<file path="config.mk">
export PLATFORM = sky130hd
export DESIGN_NAME = switch_game_core
export DESIGN_NICKNAME = d
export VERILOG_FILES = /design/src/rtl/switch_game_core.sv
export SDC_FILE = /design/constraint.sdc
export NUM_CORES = 1
export LEC_CHECK = 0
export ABC_AREA = 1
export CAP_MARGIN = 0
export CORE_ASPECT_RATIO = 1.2
export CORE_UTILIZATION = 59
export DETAILED_ROUTE_END_ITERATION = 16
export GPL_TIMING_DRIVEN = 1
export PLACE_DENSITY = 0.78
export SLEW_MARGIN = 10
export SYNTH_ARGS = -nofsm -noshare
export SYNTH_HDL_FRONTEND = slang
export SYNTH_SLANG_ARGS = --single-unit
export TNS_END_PERCENT = 20
</file>
<file path="constraint.sdc">
create_clock -name clk -period 6.6 [get_ports clk]
set_input_delay 1.98 -clock clk [delete_from_list [all_inputs] [get_ports clk]]
set_output_delay 1.98 -clock clk [all_outputs]
set_load 0.01 [all_outputs]
</file>
<file path="src/rtl/switch_game_core.sv">
// Switch-reaction game engine: one-hot LED prompts, score/lives/countdown, retained high score.
// Optional macro STREAK_BONUS_EN adds a streak counter (output streak) that doubles the award after four hits in a row.
module switch_game_core #(
    parameter int          N_SW         = 10,
    parameter int          SCORE_W      = 7,
    parameter int          TIME_W       = 6,
    parameter int          GAME_SECONDS = 20,
    parameter int          CLK_HZ       = 50000000,
    parameter int          LIVES        = 1,
    parameter logic [15:0] LFSR_SEED    = 16'hACE1
) (
    input  logic               clk,
    input  logic               reset_n,
    input  logic               start,
    input  logic [N_SW-1:0]    sw,
    output logic [N_SW-1:0]    led,
    output logic [SCORE_W-1:0] score,
    output logic [SCORE_W-1:0] high_score,
    output logic [TIME_W-1:0]  time_left,
    output logic [2:0]         lives_left,
`ifdef STREAK_BONUS_EN
    output logic [2:0]         streak,
`endif
    output logic               playing,
    output logic               game_over
);

    localparam logic [1:0] S_IDLE   = 2'd0;
    localparam logic [1:0] S_PROMPT = 2'd1;
    localparam logic [1:0] S_WAIT   = 2'd2;
    localparam logic [1:0] S_OVER   = 2'd3;

    localparam int                 CNT_W     = (CLK_HZ > 1) ? $clog2(CLK_HZ) : 1;
    localparam int                 SUM_W     = SCORE_W + 1;
    localparam logic [CNT_W-1:0]   CNT_LAST  = CNT_W'(CLK_HZ - 1);
    localparam logic [SCORE_W-1:0] SCORE_MAX = '1;

    logic [N_SW-1:0]    sw_meta_reg, sw_s_reg;
    logic               start_meta_reg, start_s_reg, start_d_reg;
    logic [15:0]        lfsr_reg;
    logic [1:0]         state_reg, state_next;
    logic [N_SW-1:0]    led_reg, led_next;
    logic [N_SW-1:0]    base_reg, base_next;
    logic [N_SW-1:0]    target_reg, target_next;
    logic [SCORE_W-1:0] score_reg, score_next;
    logic [SCORE_W-1:0] high_reg, high_next;
    logic [TIME_W-1:0]  time_reg, time_next;
    logic [2:0]         lives_reg, lives_next;
    logic [CNT_W-1:0]   cnt_reg, cnt_next;
    logic [1:0]         award;
    logic [SUM_W-1:0]   score_sum;
    logic [15:0]        idx;
    logic [N_SW-1:0]    prompt_onehot;
    logic               start_p, in_play, tick, end_game, lfsr_fb;

    assign start_p = start_s_reg & ~start_d_reg;
    assign in_play = (state_reg == S_PROMPT) || (state_reg == S_WAIT);
    assign tick    = in_play && (cnt_reg == CNT_LAST);
    assign lfsr_fb = lfsr_reg[15] ^ lfsr_reg[13] ^ lfsr_reg[12] ^ lfsr_reg[10];
    assign idx     = lfsr_reg % 16'(N_SW);

    for (genvar gi = 0; gi < N_SW; gi++) begin : g_onehot
        assign prompt_onehot[gi] = (idx == 16'(gi));
    end

`ifdef STREAK_BONUS_EN
    logic [2:0] streak_reg, streak_next;
    assign award  = (streak_reg == 3'd4) ? 2'd2 : 2'd1;
    assign streak = streak_reg;
`else
    assign award = 2'd1;
`endif

    assign score_sum = {1'b0, score_reg} + SUM_W'(award);

    always_comb begin
        state_next  = state_reg;
        led_next    = led_reg;
        base_next   = base_reg;
        target_next = target_reg;
        score_next  = score_reg;
        high_next   = high_reg;
        time_next   = time_reg;
        lives_next  = lives_reg;
        cnt_next    = cnt_reg;
        end_game    = 1'b0;
`ifdef STREAK_BONUS_EN
        streak_next = streak_reg;
`endif
        if (start_p) begin
            // A restart beats any answer or tick landing in the same cycle.
            state_next = S_PROMPT;
            led_next   = '0;
            score_next = '0;
            time_next  = TIME_W'(GAME_SECONDS);
            lives_next = 3'(LIVES);
            cnt_next   = '0;
`ifdef STREAK_BONUS_EN
            streak_next = '0;
`endif
        end else begin
            if (in_play)
                cnt_next = tick ? '0 : cnt_reg + 1'b1;
            case (state_reg)
                S_IDLE: led_next = '0;
                S_PROMPT: begin
                    base_next   = sw_s_reg;
                    target_next = sw_s_reg ^ prompt_onehot;
                    led_next    = prompt_onehot;
                    state_next  = S_WAIT;
                end
                S_WAIT: begin
                    if (sw_s_reg == target_reg) begin
                        score_next = score_sum[SCORE_W] ? SCORE_MAX : score_sum[SCORE_W-1:0];
                        state_next = S_PROMPT;
`ifdef STREAK_BONUS_EN
                        if (streak_reg < 3'd4)
                            streak_next = streak_reg + 3'd1;
`endif
                    end else if (sw_s_reg != base_reg) begin
                        lives_next = (lives_reg != 3'd0) ? lives_reg - 3'd1 : 3'd0;
                        state_next = S_PROMPT;
                        end_game   = (lives_reg <= 3'd1);
`ifdef STREAK_BONUS_EN
                        streak_next = '0;
`endif
                    end
                end
                default: ;
            endcase
            if (tick) begin
                time_next = (time_reg != '0) ? time_reg - 1'b1 : '0;
                if (time_reg <= TIME_W'(1))
                    end_game = 1'b1;
            end
            // The same-cycle score update is already folded into score_next here.
            if (end_game) begin
                state_next = S_OVER;
                led_next   = '1;
                high_next  = (score_next > high_reg) ? score_next : high_reg;
            end
        end
    end

    always_ff @(posedge clk) begin
        if (!reset_n) begin
            sw_meta_reg    <= '0;
            sw_s_reg       <= '0;
            start_meta_reg <= 1'b0;
            start_s_reg    <= 1'b0;
            start_d_reg    <= 1'b0;
            lfsr_reg       <= LFSR_SEED;
            state_reg      <= S_IDLE;
            led_reg        <= '0;
            base_reg       <= '0;
            target_reg     <= '0;
            score_reg      <= '0;
            high_reg       <= '0;
            time_reg       <= TIME_W'(GAME_SECONDS);
            lives_reg      <= 3'(LIVES);
            cnt_reg        <= '0;
`ifdef STREAK_BONUS_EN
            streak_reg     <= '0;
`endif
        end else begin
            sw_meta_reg    <= sw;
            sw_s_reg       <= sw_meta_reg;
            start_meta_reg <= start;
            start_s_reg    <= start_meta_reg;
            start_d_reg    <= start_s_reg;
            lfsr_reg       <= {lfsr_reg[14:0], lfsr_fb};
            state_reg      <= state_next;
            led_reg        <= led_next;
            base_reg       <= base_next;
            target_reg     <= target_next;
            score_reg      <= score_next;
            high_reg       <= high_next;
            time_reg       <= time_next;
            lives_reg      <= lives_next;
            cnt_reg        <= cnt_next;
`ifdef STREAK_BONUS_EN
            streak_reg     <= streak_next;
`endif
        end
    end

    assign led        = led_reg;
    assign score      = score_reg;
    assign high_score = high_reg;
    assign time_left  = time_reg;
    assign lives_left = lives_reg;
    assign game_over  = (state_reg == S_OVER);
    assign playing    = in_play;

endmodule

</file>
==> metrics.md <==
| Metric | Value |
|---|---|
| Status | `finished, final reports clean` |
| Gr busiest metal | `met2` |
| Total global-route track usage | `0.271` |
| GP Congestion | `0.861` |
| FP Rows | `42` |
| Number of flip-flops under the largest register name | `26` |
| Vias/cell | `5.28` |
| Die footprint | `0.0117 mm2` |
| Post-route cell area | `0.00791 mm2` |
| Met1 GRT Util | `0.301` |
| Clock-pin slew of the registers on the worst-case setup and hold paths | `50 ps` |
| Post-route ant nets | `0` |
| Fin crit share | `0.810` |
| Slew Viols, Final | `0` |
| Ys flop type | `dfxtp_1` |
| Vias in the first global route | `5929` |
| Worst-path maximum fanout | `6` |
| Starting DRT DRC Count | `298` |
| Post-synth top area cell | `dfxtp_1` |
| CP Launch Type | `register` |
| Final core occ | `0.720` |
| Ys Warns | `0` |
| Critical path endpoint category | `register` |
| Core area | `0.0110 mm2` |
| Final #Nets | `1065` |
| Syn_nets | `1012` |
| Die width | `98.9 um` |
| PortBufs | `47` |
| Area grow syn2layout | `18.9%` |
| CP startpoint | `lfsr_reg[13]$_SDFF_PN1_` |
| CP max-delay cell | `dfxtp_1` |
| Async set-reset flop share out of synthesis | `0` |
| CTS sink cnt | `120` |
| H-tree depth | `4` |
| Die Y | `118 um` |
| Diode count | `0` |
| Post-detail-place hpwl | `10800 um` |
| TritonRoute pass-1 iters | `5` |
| Initial Utilization | `0.606` |
| Clock tree from TritonCTS | `done` |
| Final-report setup violation count | `0` |
| CP peak stage delay | `390 ps` |
| EDFF count, synth | `0` |
| Mapped Area | `0.00665 mm2` |
| Residual DRC | `0` |
| Worst skew pair latency | `420 ps` |
| Clock Skews | `6.72 ps` |
| Synth top area share | `0.361` |
| Max_cap viols | `0` |
| Synth area leaders | `dfxtp_1 (36%), nand2_1 (11%), inv_1 (9.0%)` |
| Post-synthesis sequential area ratio | `0.361` |
| Worst path required time | `6910 ps` |
| Via count | `6233` |
| Hold_ws | `412 ps` |
| Largest net degree at the start of global routing | `55` |
| Slew headroom | `0.447` |
| Final WL | `15000 um` |
| Cell mode on critical path | `nand2_2` |
| First-pass GRT wire length | `25500 um` |
| Critical path class | `reg -> reg` |
| Mapped Cells | `982` |
| Worst hold start | `sw_meta_reg[4]$_SDFF_PN0_` |
| Hold Path Class | `reg -> reg` |
| Area after DPL | `0.00723 mm2` |
| Share of cells above drive strength 1 | `0.118` |
| Gr ovfl total | `0` |
| Slew @ Worst Pin | `827 ps` |
| Synth Register Bits | `120` |
| RSZ-0062 raised after global routing | `no` |
| Max Root-Sink Buffers | `2` |
| Met2 GRT Util | `0.494` |
| CTS buffer count | `17` |
| Wire per inst | `12.7 um` |
| CP arrival | `5660 ps` |
| Min cycle time layout | `5350 ps` |
| Avg Inst Size Synth | `6.78 um2` |
| Post-cts hold buffer count | `0` |
| Post-CTS Resized | `0` |
| Setup TNS | `0 ps` |
| Setup bufs post-CTS | `0` |
| Fin. Hold Viols | `0` |
| Root Driver | `clkbuf_16` |
| Unique masters post-synth | `43` |
| Antenna violations before repair | `0` |
| M3 GR Usage | `0.0645` |
| Critical R2R Launch | `lfsr_reg[13]$_SDFF_PN1_` |
| I/O pin total | `48` |
| FMAX | `0.187 GHz` |
[placed cells by master (no fill, tap or decap), types with 17 or more instances in the layout]
| cell type | instances |
|---|---|
| o21ai_0 | 28 |
| nand4_1 | 20 |
| dfxtp_1 | 120 |
| nor3_1 | 22 |
| ha_1 | 17 |
| nor4_1 | 17 |
| a21oi_1 | 64 |
| inv_1 | 160 |
| nor2_1 | 91 |
| nand2_2 | 37 |
| clkdlybuf4s50_1 | 46 |
| nand3_1 | 87 |
| inv_2 | 17 |
| clkbuf_16 | 17 |
| nand2_1 | 193 |
[logic make-up (layout without fill, tap and decap cells)]
group | Yosys count | in the layout | synth area share
compound gates | 134 | 134 | 0.116
xor+xnor | 14 | 14 | 0.0184
fa+ha+maj | 17 | 17 | 0.0320
buf+inv | 199 | 265 | 0.114
flops | 120 | 120 | 0.361
simple gates | 498 | 498 | 0.358
[routing by layer]
layer  vias to the layer above  share of wire
met2                       113           0.52
li1                       3263              -
met1                      2827           0.43
met3                        30          0.030
met4                         0          0.024
met5                         -              0
[per-stage QoR]
stage	std cells	worst slack (ps)
after global routing	1180	532
after detailed placement	1148	1310
after CTS	1180	1270
after global placement	1148	1450
after floorplan	982	1900
final	1180	1250
[final cells by class]
cell class,instances,area [um2]
Fill cell,917,3070
Tap cell,132,165
Multi-Input combinational cell,663,3490
Clock inverter,12,221
Sequential cell,120,2400
Timing Repair Buffer,50,488
Clock buffer,20,457
Inverter,183,687
[cells in the mapped netlist (9+ instances only)]
library cell,count
nand2_1,193
inv_1,160
dfxtp_1,120
nor2_1,91
nand3_1,87
a21oi_1,64
nand2_2,37
o21ai_0,28
nor3_1,22
nand4_1,20
ha_1,17
inv_2,17
nor4_1,17
clkbuf_1,11
nand3_2,11
nand2_4,10
xor2_1,9
[path summary, 6_finish.rpt]
path | to | slack [ps] | cells after the start
worst max-delay path | target_reg[1]$_SDFFE_PN0P_ | 1250 | 57
worst min-delay path | sw_s_reg[4]$_SDFF_PN0_ | 410 | 2
worst max register to register | target_reg[1]$_SDFFE_PN0P_ | 1250 | 57
worst min register to register | sw_s_reg[4]$_SDFF_PN0_ | 410 | 2
[worst max-delay path, delay by kind of cell (launching register included)]
family	cells	cell delay [ps]
AND/OR/NAND/NOR	48	3980
buffers and inverters	7	490
flip-flops	1	390
AO/OA/AOI/OAI	2	330
Power is not shown: default switching activity piles up to over one toggle a cycle in this logic, so the estimate is an artifact.
